File: src/rtl/mips_core_pkg.sv
// mips_core_pkg: shared core constants and the thread id type
package mips_core_pkg;
  localparam int NUM_THREADS = 2;
  localparam int TID_W = $clog2(NUM_THREADS);
  localparam int PC_STRIDE = 4;
  typedef logic [TID_W-1:0] ThreadId;
endpackage

File: src/rtl/thread_fetch_unit_rr_arbiter.sv
// rr_arbiter: combinational round-robin pick of the first request after last
module rr_arbiter #(
  parameter int NUM_REQ = 2,
  parameter int W = $clog2(NUM_REQ)
) (
  input  logic [NUM_REQ-1:0] req,
  input  logic [W-1:0]       last,
  output logic [W-1:0]       grant,
  output logic               grant_valid
);
  logic [W-1:0] idx;
  // scan from the farthest offset down so the nearest requester after last wins
  always_comb begin
    grant = '0;
    grant_valid = 1'b0;
    idx = '0;
    for (int k = NUM_REQ; k >= 1; k--) begin
      idx = last + W'(k);
      if (req[idx]) begin
        grant = idx;
        grant_valid = 1'b1;
      end
    end
  end
endmodule

File: src/rtl/thread_fetch_unit.sv
// thread_fetch_unit: per-thread PC table with round-robin fetch selection; THREAD_FETCH_PERF_EN adds per-thread fetch counters
module thread_fetch_unit
  import mips_core_pkg::*;
#(
  parameter int NUM_THREADS = mips_core_pkg::NUM_THREADS,
  parameter int ADDR_WIDTH = 32,
  parameter logic [ADDR_WIDTH-1:0] RESET_PC = '0,
  parameter int PC_STRIDE = mips_core_pkg::PC_STRIDE,
  parameter int TW = $clog2(NUM_THREADS)
) (
  input  logic                   clk,
  input  logic                   rst,
  input  logic                   i_stall,
  input  logic [NUM_THREADS-1:0] i_thread_ready,
  input  logic                   i_redirect_valid,
  input  logic [TW-1:0]          i_redirect_tid,
  input  logic [ADDR_WIDTH-1:0]  i_redirect_target,
  output logic                   o_valid,
  output logic [ADDR_WIDTH-1:0]  o_pc,
  output logic [TW-1:0]          o_thread_id
`ifdef THREAD_FETCH_PERF_EN
  ,
  output logic [31:0]            o_fetch_count [NUM_THREADS]
`endif
);
  logic [ADDR_WIDTH-1:0]  pc [NUM_THREADS];
  logic [TW-1:0]          last_grant;
  logic [NUM_THREADS-1:0] eligible;
  logic [TW-1:0]          grant;
  logic                   grant_valid;
  // a thread being redirected sits out this cycle so it fetches its target next
  assign eligible = i_thread_ready & ~(i_redirect_valid ? NUM_THREADS'(1) << i_redirect_tid : '0);
  rr_arbiter #(.NUM_REQ(NUM_THREADS), .W(TW)) u_arb (
    .req(eligible),
    .last(last_grant),
    .grant(grant),
    .grant_valid(grant_valid)
  );
  always_ff @(posedge clk) begin
    if (rst) begin
      for (int t = 0; t < NUM_THREADS; t++) pc[t] <= RESET_PC;
      last_grant <= TW'(NUM_THREADS - 1);
      o_valid <= 1'b0;
      o_pc <= RESET_PC;
      o_thread_id <= '0;
    end else begin
      if (!i_stall) begin
        o_valid <= grant_valid;
        if (grant_valid) begin
          o_pc <= pc[grant];
          o_thread_id <= grant;
          pc[grant] <= pc[grant] + ADDR_WIDTH'(PC_STRIDE);
          last_grant <= grant;
        end
      end else if (i_redirect_valid && o_valid && o_thread_id == i_redirect_tid) begin
        o_valid <= 1'b0;
      end
      if (i_redirect_valid) pc[i_redirect_tid] <= i_redirect_target;
    end
  end
`ifdef THREAD_FETCH_PERF_EN
  always_ff @(posedge clk) begin
    if (rst) begin
      for (int t = 0; t < NUM_THREADS; t++) o_fetch_count[t] <= '0;
    end else if (!i_stall && grant_valid) begin
      o_fetch_count[grant] <= o_fetch_count[grant] + 32'd1;
    end
  end
`endif
endmodule

File: config.mk
export PLATFORM = sky130hd
export DESIGN_NAME = thread_fetch_unit
export DESIGN_NICKNAME = d
export VERILOG_FILES = /design/src/rtl/mips_core_pkg.sv /design/src/rtl/thread_fetch_unit_rr_arbiter.sv /design/src/rtl/thread_fetch_unit.sv
export SDC_FILE = /design/constraint.sdc
export NUM_CORES = 1
export LEC_CHECK = 0
export ABC_AREA = 1
export BUFFER_PORTS_ARGS = -buffer_cell sky130_fd_sc_hd__buf_4
export CELL_PAD_IN_SITES_DETAIL_PLACEMENT = 0
export CELL_PAD_IN_SITES_GLOBAL_PLACEMENT = 1
export CORE_MARGIN = 10
export CORE_UTILIZATION = 39
export CTS_CLUSTER_DIAMETER = 30
export CTS_CLUSTER_SIZE = 30
export DETAILED_ROUTE_END_ITERATION = 7
export PLACE_DENSITY = 0.84
export SKIP_LAST_GASP = 1
export SLEW_MARGIN = 20
export SYNTH_ARGS = -nofsm -noshare
export SYNTH_HDL_FRONTEND = slang
export SYNTH_HIERARCHICAL = 1
export SYNTH_SLANG_ARGS = --single-unit
File: constraint.sdc
create_clock -name clk -period 2.5 [get_ports clk]
set_input_delay 0.375 -clock clk [delete_from_list [all_inputs] [get_ports clk]]
set_output_delay 0.375 -clock clk [all_outputs]
set_load 0.03 [all_outputs]
==> results.txt, run 1 <==
* Dominant combinational cell family by area after synthesis: simple AND/OR/NAND/NOR gates
- Starting Density: 40.23%
* Hold Slack: 0.2602 ns
- Detailed-routing iteration count for the pre-antenna-repair pass: 5
- During placement, the flow inserted port buffers numbering 72.
- VDD sags by at most 0.3163 mV.
* Switching fraction of total power: 29.20%
- After filler insertion, the fill cell instance count of the layout stands at 1286.
* Core footprint: 13400 um^2
- Clock-pin slew on the worst setup and hold paths: 0.08 ns
* Synth async-reset ratio: 0%
* Path category of the worst min-delay check: in2reg
- The number of different library cells used by synthesis comes to 30.
- Clock tree from TritonCTS: done
* First-pass GRT wire length: 25260 um
* Max-slew violation count: 0
- Headroom to the max-slew limit: 50.23%
- Global routing consumed, over all layers together, 17.08% of the routing resources.
- Count of non-filler cells in the finished layout: 989
* Slew at the pin closest to its max-slew limit: 0.7458 ns
- For the worst setup path, the data arrival time is 2.38 ns.
- The die is 137.6 um wide.
- Die height: 137.6 um
- Avg WL per Cell: 16.18 um
* Internal power: 0.002980 W
* Power density normalized to cell area: 612.1 nW/um^2
* Synth area leader: sky130_fd_sc_hd__edfxtp_1
* Endpoints failing setup: 0
* Basic-gate share of the synthesized area counting and, or, nand and nor cells: 30.01%
* Layout cell share with drive strength beyond 1: 26.08%
- Most crowded layer after global routing: met2
- Initial antenna violation count: 0
- In the routed layout, each cell is associated on average with a via count of 5.052.
* Proportion of synthesized area in mux cells: 0%
- Number of cell rows: 42
* Antenna viol nets, final: 0
- Ports placed on the boundary: 73
- Period minus WS final: 2.270 ns
* Share of the synthesized area in compound gates (AO/OA/AOI/OAI): 11.74%
* # DRC: 0
- Total Negative Setup Slacks: 0 ns
- Post-Synthesis Net Count: 729
- Mapped Cells: 689
- DP Cell Count: 972
- In the global route stage, met3 resource usage came out at 2.586%.
- Met2 track utilization from global routing: 28.77%
- Top cells by area in the synthesized netlist: sky130_fd_sc_hd__edfxtp_1 36%, sky130_fd_sc_hd__nand2_1 14%, sky130_fd_sc_hd__dfxtp_1 13%, sky130_fd_sc_hd__nand3_1 5.6%, sky130_fd_sc_hd__inv_1 5.5%
- Reg power frac: 46.0%
* Area of the die: 18930 um^2
* Detailed Place HPWL: 11870 um
- Via count of the first global-routing pass: 4899
* Master cell of the clock root buffer: sky130_fd_sc_hd__clkbuf_16
- DRC marker count from the first detailed-route iteration: 411
- After the last flow step, the layout net total stands at 848.
* NetSw: 0.001229 W
- After synthesis, the mean cell area works out to 7.825 um^2.
* Overall via count from detail_route: 4996
- For this run, global-route usage on met1 was measured as 21.59%.
- Worst Setup End Kind: flop
- Run status: finished, final reports clean
* Adder and majority cell fraction of the synthesized area: 0.2321%
- Reported max-cap violation count: 0
* Core utilization of the finished layout: 51.31%
* Largest net degree at the start of global routing: 47
- Maximum fanout encountered on the critical timing path: 16
* Final GP Congestion: 0.9039
* Clock latency at the later pin of the worst-skew pair: 0.36 ns
- The hold violation count in the final report is 0.
- In this run, synthesis produced a sequential element count of 99.
- After synthesis, the largest area contributor takes up 35.65% of total cell area.
* Fin Clk Skew: 0.01082 ns
- Synthesis-to-finish area growth: 27.52%
* Clock power frac: 34.0%
- Based on the critical path, the design can be clocked at up to 0.4405 GHz.
* Combinational share of power: 20.0%
- Xor and xnor fraction of the mapped netlist area: 0.8123%
* Number of diodes added for antenna fixing: 0
- Post-route fraction of the period consumed by the critical path: 90.82%
* H-tree lvl count: 3
* P_leak: 3.072 nW
- Yosys warning total: 6
- In this run, synthesis inferred 64 flip-flops with an integrated enable.
- Wires add up to 16000 um.
- Commonest register cell after synthesis: sky130_fd_sc_hd__edfxtp_1
- After global routing the overflow that remains totals 0.
- Area of the mapped netlist: 5391 um^2
- The share of the Yosys chip area taken by registers is 48.64%.
- Setup repair after global routing could not meet its margin everywhere.
* Sinks on the clock net: 99
- Number of buffers created by CTS: 9
* Critical path startpoint category: flop
- Data on the critical path is required at its endpoint by 2.61 ns.
- The clock passes through at most 2 buffers.
- Critical path class: reg2reg
synth_stat cells, types with 4 or more instances:
cell type / instances
sky130_fd_sc_hd__nor2_4: 8
sky130_fd_sc_hd__xor2_1: 4
sky130_fd_sc_hd__dfxtp_1: 35
sky130_fd_sc_hd__clkbuf_1: 16
sky130_fd_sc_hd__inv_1: 79
sky130_fd_sc_hd__a31oi_1: 5
sky130_fd_sc_hd__buf_4: 4
sky130_fd_sc_hd__a21oi_1: 29
sky130_fd_sc_hd__o21ai_0: 55
sky130_fd_sc_hd__nand2_2: 29
sky130_fd_sc_hd__o21ai_1: 10
sky130_fd_sc_hd__nand2_1: 207
sky130_fd_sc_hd__nand3_1: 60
sky130_fd_sc_hd__nor2_2: 9
sky130_fd_sc_hd__edfxtp_1: 64
sky130_fd_sc_hd__o22ai_1: 17
sky130_fd_sc_hd__nor2_1: 33
path summary, 6_finish.rpt:
kind,from,endpoint,slack (ns),depth (start not counted)
max,last_grant$_SDFFE_PP1P_,pc[0][22]$_DFFE_PP_,0.23,13
min,rst,o_thread_id$_SDFFE_PP0P_,0.26,2
max reg2reg,last_grant$_SDFFE_PP1P_,pc[0][22]$_DFFE_PP_,0.23,13
min reg2reg,last_grant$_SDFFE_PP1P_,last_grant$_SDFFE_PP1P_,0.50,2
cell type report:
type                       count  area (um^2)  share of cell area (%)
clock buffer                   9        225.2                   3.276
timing repair buffer         135         1076                   15.65
tap                          176        220.2                   3.203
multi-input combinational    481         2349                   34.16
clock inverter                 7        75.07                   1.092
inverter                      82        307.8                   4.477
sequential                    99         2623                   38.14
stage by stage:
| step | power [W] | cell area [um^2] | worst slack, ns |
|---|---|---|---|
| 6_report | 0.004208 | 6875 | 0.2296 |
| 5_1_grt | 0.004369 | 6875 | -0.01208 |
| 4_1_cts | 0.004226 | 6848 | 0.1365 |
| 3_5_place_dp | 0.002807 | 6548 | -0.2356 |
| 3_3_place_gp | 0.002790 | 6548 | -0.1694 |
| 2_1_floorplan | 0.002440 | 5401 | -0.01082 |
sequential cells by signal (all words and copies together), names as in the netlist:
register	flops
o_thread_id	1
o_valid	1
o_pc	32
last_grant	1
pc	64
routing by layer:
metal,wire [um],part of all wire (%),vias up
li1,-,-,2502
met1,7124,45,2321
met2,7733,48,157
met3,909,5.7,16
met4,235,1.5,0
met5,0,0,-
kinds of logic (layout without fill, tap and decap cells):
family                   count (synthesis)  after routing
AO/OA/AOI/OAI                          119            119
XOR/XNOR                                 5              5
AND/OR/NAND/NOR                        356            356
buffers and inverters                  109            233
adder cells (fa/ha/maj)                  1              1
flip-flops                              99             99
power groups by stage:
stage / registers [W] / clock network, W / logic, W
2_1_floorplan: 0.00205 / 0 / 0.000391
3_3_place_gp: 0.00196 / 0 / 0.000827
3_5_place_dp: 0.00197 / 0 / 0.000837
4_1_cts: 0.00193 / 0.00145 / 0.000842
5_1_grt: 0.00195 / 0.00150 / 0.000920
6_report: 0.00193 / 0.00143 / 0.000842
layout by cell type (no fill, tap or decap), types with 3 or more instances in the layout:
master,instances
sky130_fd_sc_hd__nand2_1,206
sky130_fd_sc_hd__edfxtp_1,64
sky130_fd_sc_hd__nand3_1,58
sky130_fd_sc_hd__a31oi_1,5
sky130_fd_sc_hd__dfxtp_1,35
sky130_fd_sc_hd__o21ai_0,55
sky130_fd_sc_hd__xor2_1,4
sky130_fd_sc_hd__o22ai_1,17
sky130_fd_sc_hd__nor2_4,10
sky130_fd_sc_hd__inv_2,3
sky130_fd_sc_hd__o21ai_1,10
sky130_fd_sc_hd__nand2_2,29
sky130_fd_sc_hd__nor2_2,11
sky130_fd_sc_hd__buf_12,5
sky130_fd_sc_hd__nor2_1,29
sky130_fd_sc_hd__a21oi_1,28
sky130_fd_sc_hd__nand4_1,3
sky130_fd_sc_hd__nand2_4,4
sky130_fd_sc_hd__clkbuf_16,9
sky130_fd_sc_hd__buf_4,130
sky130_fd_sc_hd__inv_1,79
repair_timing:
item,in CTS,in global routing
hold buffers,0,0
setup endpoints to repair,0,9
resized for setup,0,5
buffers inserted,0,1
worst max-delay path, stage by stage (launching register included):
cell,delay [ns]
sky130_fd_sc_hd__dfxtp_1,0.36
sky130_fd_sc_hd__a21oi_2,0.08
sky130_fd_sc_hd__buf_4,0.17
sky130_fd_sc_hd__inv_2,0.09
sky130_fd_sc_hd__buf_4,0.24
sky130_fd_sc_hd__nand2_1,0.09
sky130_fd_sc_hd__nand2_2,0.11
sky130_fd_sc_hd__nand2_1,0.09
sky130_fd_sc_hd__nor2_2,0.16
sky130_fd_sc_hd__nand2_1,0.12
sky130_fd_sc_hd__nor2_4,0.22
sky130_fd_sc_hd__nand3_1,0.13
sky130_fd_sc_hd__nand3_1,0.10
sky130_fd_sc_hd__nand2_1,0.05
(Power assumes the default switching activity.)
==> inputs of run 2 (changes only) <==
PLACE_DENSITY = unset   (was 0.84)
PLACE_DENSITY_LB_ADDON = 0.05   (was unset)
==> results.txt, run 2 (same netlist as run 1, synthesis figures left out) <==
- Power density normalized to cell area: 579.1 nW/um^2
* Overall via count from detail_route: 5059
- The final layout contains routed wiring with a total length of 16830 um.
- Max-slew violation count: 0
* Pre-CTS setup slack: -0.3350 ns
* Maximum fanout encountered on the critical timing path: 8
- The routed design uses 8062 um of met2 wire.
- The setup check on the worst reg-to-reg path leaves a slack of 0.23 ns.
- For this run, the detailed router's first-pass iteration total came to 5.
- The worst register-to-register path has a depth of 13.
- The first global-routing pass estimated 26300 um of wire.
- Endpoints failing setup: 0
* Highest-count cells in the layout ignoring fill and taps: 207 x sky130_fd_sc_hd__nand2_1, 154 x sky130_fd_sc_hd__buf_4, 79 x sky130_fd_sc_hd__inv_1
- For this run the aggregate overflow at the end of global routing stands at 0.
- Flip-flop count of the largest register after layout: 64
* Initial antenna violation count: 0
- Number of buffers created by CTS: 9
* Clock-pin slew on the worst setup and hold paths: 0.06 ns
- Core footprint: 13400 um^2
- DP Cell Count: 994
- Slew at the pin closest to its max-slew limit: 0.8830 ns
- Data on the critical path is required at its endpoint by 2.56 ns.
* P_leak: 3.169 nW
- Length of routed wiring on met1: 7804 um
- DRC marker count from the first detailed-route iteration: 421
* Delay contributed by the slowest stage of the critical path: 0.24 ns
- Final GP Congestion: 0.8465
- Source of the critical timing path: i_redirect_tid
* Number of diodes added for antenna fixing: 0
* Sequential cell area in the final layout: 2623 um^2
- Maximum vdd ir drop: 0.2733 mV
- Number of cell rows: 42
- Highest metal layer with signal wires: met4
- Headroom to the max-slew limit: 41.07%
- Hold timing on the final database bottoms out at a slack of 0.2603 ns.
- Period minus WS final: 2.326 ns
- Top Registers: pc x64, o_pc x32
- Total Negative Setup Slacks: 0 ns
- The die covers 18930 um^2.
- The clock net in this run drives a total of 99 sinks.
- Routed length on met3: 756 um
- After detailed routing, the number of vias per cell comes to 4.984.
- Most flops, register: pc
- Via count of the first global-routing pass: 4822
- Combinational share of power: 21.9%
* Core utilization of the finished layout: 52.68%
- # DRC: 0
- Detailed Place HPWL: 12160 um
- Worst path top cell family by delay: simple AND/OR/NAND/NOR gates
* Fin Clk Skew: 0.009515 ns
* Worst-case hold path end point: o_thread_id$_SDFFE_PP0P_
- Path category of the worst min-delay check: in2reg
- Internal power: 0.002899 W
* Post-route fraction of the period consumed by the critical path: 93.03%
- Run status: finished, final reports clean
* FILL cells: 1321
* Worst Setup End Kind: flop
- Reg power frac: 47.2%
- Starting Density: 40.23%
- Traced cell by cell, the critical path runs through buf_4 > nand2_1 > inv_1 > nor2_1 > inv_1 > a21oi_4 > buf_12 > o21ai_1 > inv_1 > ha_1 > nand2_1 > nor2_4 > nand2_2 > nor2_4 > nand3_2 > nand3_1 > o21ai_0.
- After the last flow step, the layout net total stands at 874.
- Dividing the detail-routed wire length by the instance count gives 16.58 um.
- Setup WS post-layout: 0.1743 ns
- In this run the clock root is driven by a sky130_fd_sc_hd__clkbuf_16.
- Measured along the x axis, the die boundary spans 137.6 um.
* Critical path's slowest cell: sky130_fd_sc_hd__nor2_4
- Critical path class: in2reg
- Clock latency at the later pin of the worst-skew pair: 0.35 ns
- Net switching is 29.10% of the power.
- By instance count, the cell type seen most on the critical path is sky130_fd_sc_hd__inv_1.
* Largest net degree at the start of global routing: 65
- Quantity of I/O buffers inserted on ports: 72
- Global routing used 18.05% of the available tracks across all layers.
- Crit Reg-Reg Startpoint: last_grant$_SDFFE_PP1P_
* Die height: 137.6 um
- The clock network is responsible for 30.9% of the overall power.
- Arrival time reported for the critical path endpoint: 2.39 ns
- In this run the most critical hold path is launched from rst.
- The number of buffers and inverters on the critical path is 5.
- Ports placed on the boundary: 73
- Antenna viol nets, final: 0
- NetSw: 0.001190 W
- Maximum buffer depth of the clock tree: 2
- The endpoint identified for the worst register-to-register timing path is pc[1][20]$_DFFE_PP_.
- Synthesis-to-finish area growth: 30.94%
- H-tree lvl count: 3
- Multi-input gate area: 2364 um^2
- Final count of hold timing violations: 0
* RSZ-0062 raised after global routing: true
- TritonCTS built the clock tree.
- Worst Hold Path Cells: 2
* Layout cell share with drive strength beyond 1: 28.01%
* Max frequency: 0.4300 GHz
* Reported max-cap violation count: 0
- Most common cell after layout, fill and taps aside: sky130_fd_sc_hd__nand2_1
- Count of non-filler cells in the finished layout: 1015
- Critical path startpoint category: input pin
[run 2: cell count changes in the layout (fill, tap and decap cells not counted), sizes merged]
cell	before	now
buf	135	160
clkbuf	9	12
clkinv	2	5
clkinvlp	2	0
inv	84	82
bufinv	1	0
[run 2: power by group through the flow]
stage / Clock (W) / Sequential, W / Combinational, W
after global placement: 0 / 0.00196 / 0.000867
final: 0.00126 / 0.00193 / 0.000895
after floorplan: 0 / 0.00205 / 0.000391
after global routing: 0.00134 / 0.00194 / 0.000987
after detailed placement: 0 / 0.00197 / 0.000871
after CTS: 0.00128 / 0.00193 / 0.000876
[run 2: routing by layer]
layer / vias to the layer above / GRT usage (%)
met5: - / 0
met4: 0 / 5.328
met3: 14 / 2.840
met2: 139 / 29.06
met1: 2350 / 24.40
li1: 2556 / -
[run 2: area by class of cell]
class,instances,share of cell area [%]
Timing Repair Buffer,161,18.31
Tap cell,176,3.119
Sequential cell,99,37.15
Clock inverter,5,0.2836
Multi-Input combinational cell,481,33.48
Inverter,82,4.360
Clock buffer,11,3.297
[run 2: worst max path at each step]
stage	endpoint	slack (ns)	depth (start not counted)
after global placement	pc[0][29]$_DFFE_PP_	-0.34	17
after floorplan	pc[1][22]$_DFFE_PP_	-0.01	16
final	pc[1][20]$_DFFE_PP_	0.17	17
after global routing	pc[1][20]$_DFFE_PP_	-0.02	17
after CTS	pc[1][3]$_DFFE_PP_	0.03	6
after detailed placement	pc[1][3]$_DFFE_PP_	-0.33	6
[run 2: worst register-to-register path, cell delays in order, from the launching register on]
cell	delay (ns)
sky130_fd_sc_hd__dfxtp_1	0.37
sky130_fd_sc_hd__a21oi_4	0.08
sky130_fd_sc_hd__buf_12	0.15
sky130_fd_sc_hd__inv_2	0.10
sky130_fd_sc_hd__nand2_1	0.09
sky130_fd_sc_hd__nand2_2	0.07
sky130_fd_sc_hd__ha_1	0.18
sky130_fd_sc_hd__nand2_1	0.13
sky130_fd_sc_hd__nor2_4	0.16
sky130_fd_sc_hd__nand2_2	0.14
sky130_fd_sc_hd__nor2_4	0.24
sky130_fd_sc_hd__nand3_2	0.10
sky130_fd_sc_hd__nand3_1	0.09
sky130_fd_sc_hd__o21ai_0	0.08
[run 2: metrics by stage]
stage / instance area, um^2 / total power [W]
2_1_floorplan: 5401 / 0.002440
3_5_place_dp: 6695 / 0.002839
5_1_grt: 7059 / 0.004271
4_1_cts: 6948 / 0.004084
6_report: 7059 / 0.004088
3_3_place_gp: 6695 / 0.002832
[run 2: timing repair]
item / CTS / global route
setup buffers: 0 / 4
hold buffers: 0 / 0
endpoints found under the setup margin: 0 / 39
gates resized for setup: 0 / 11
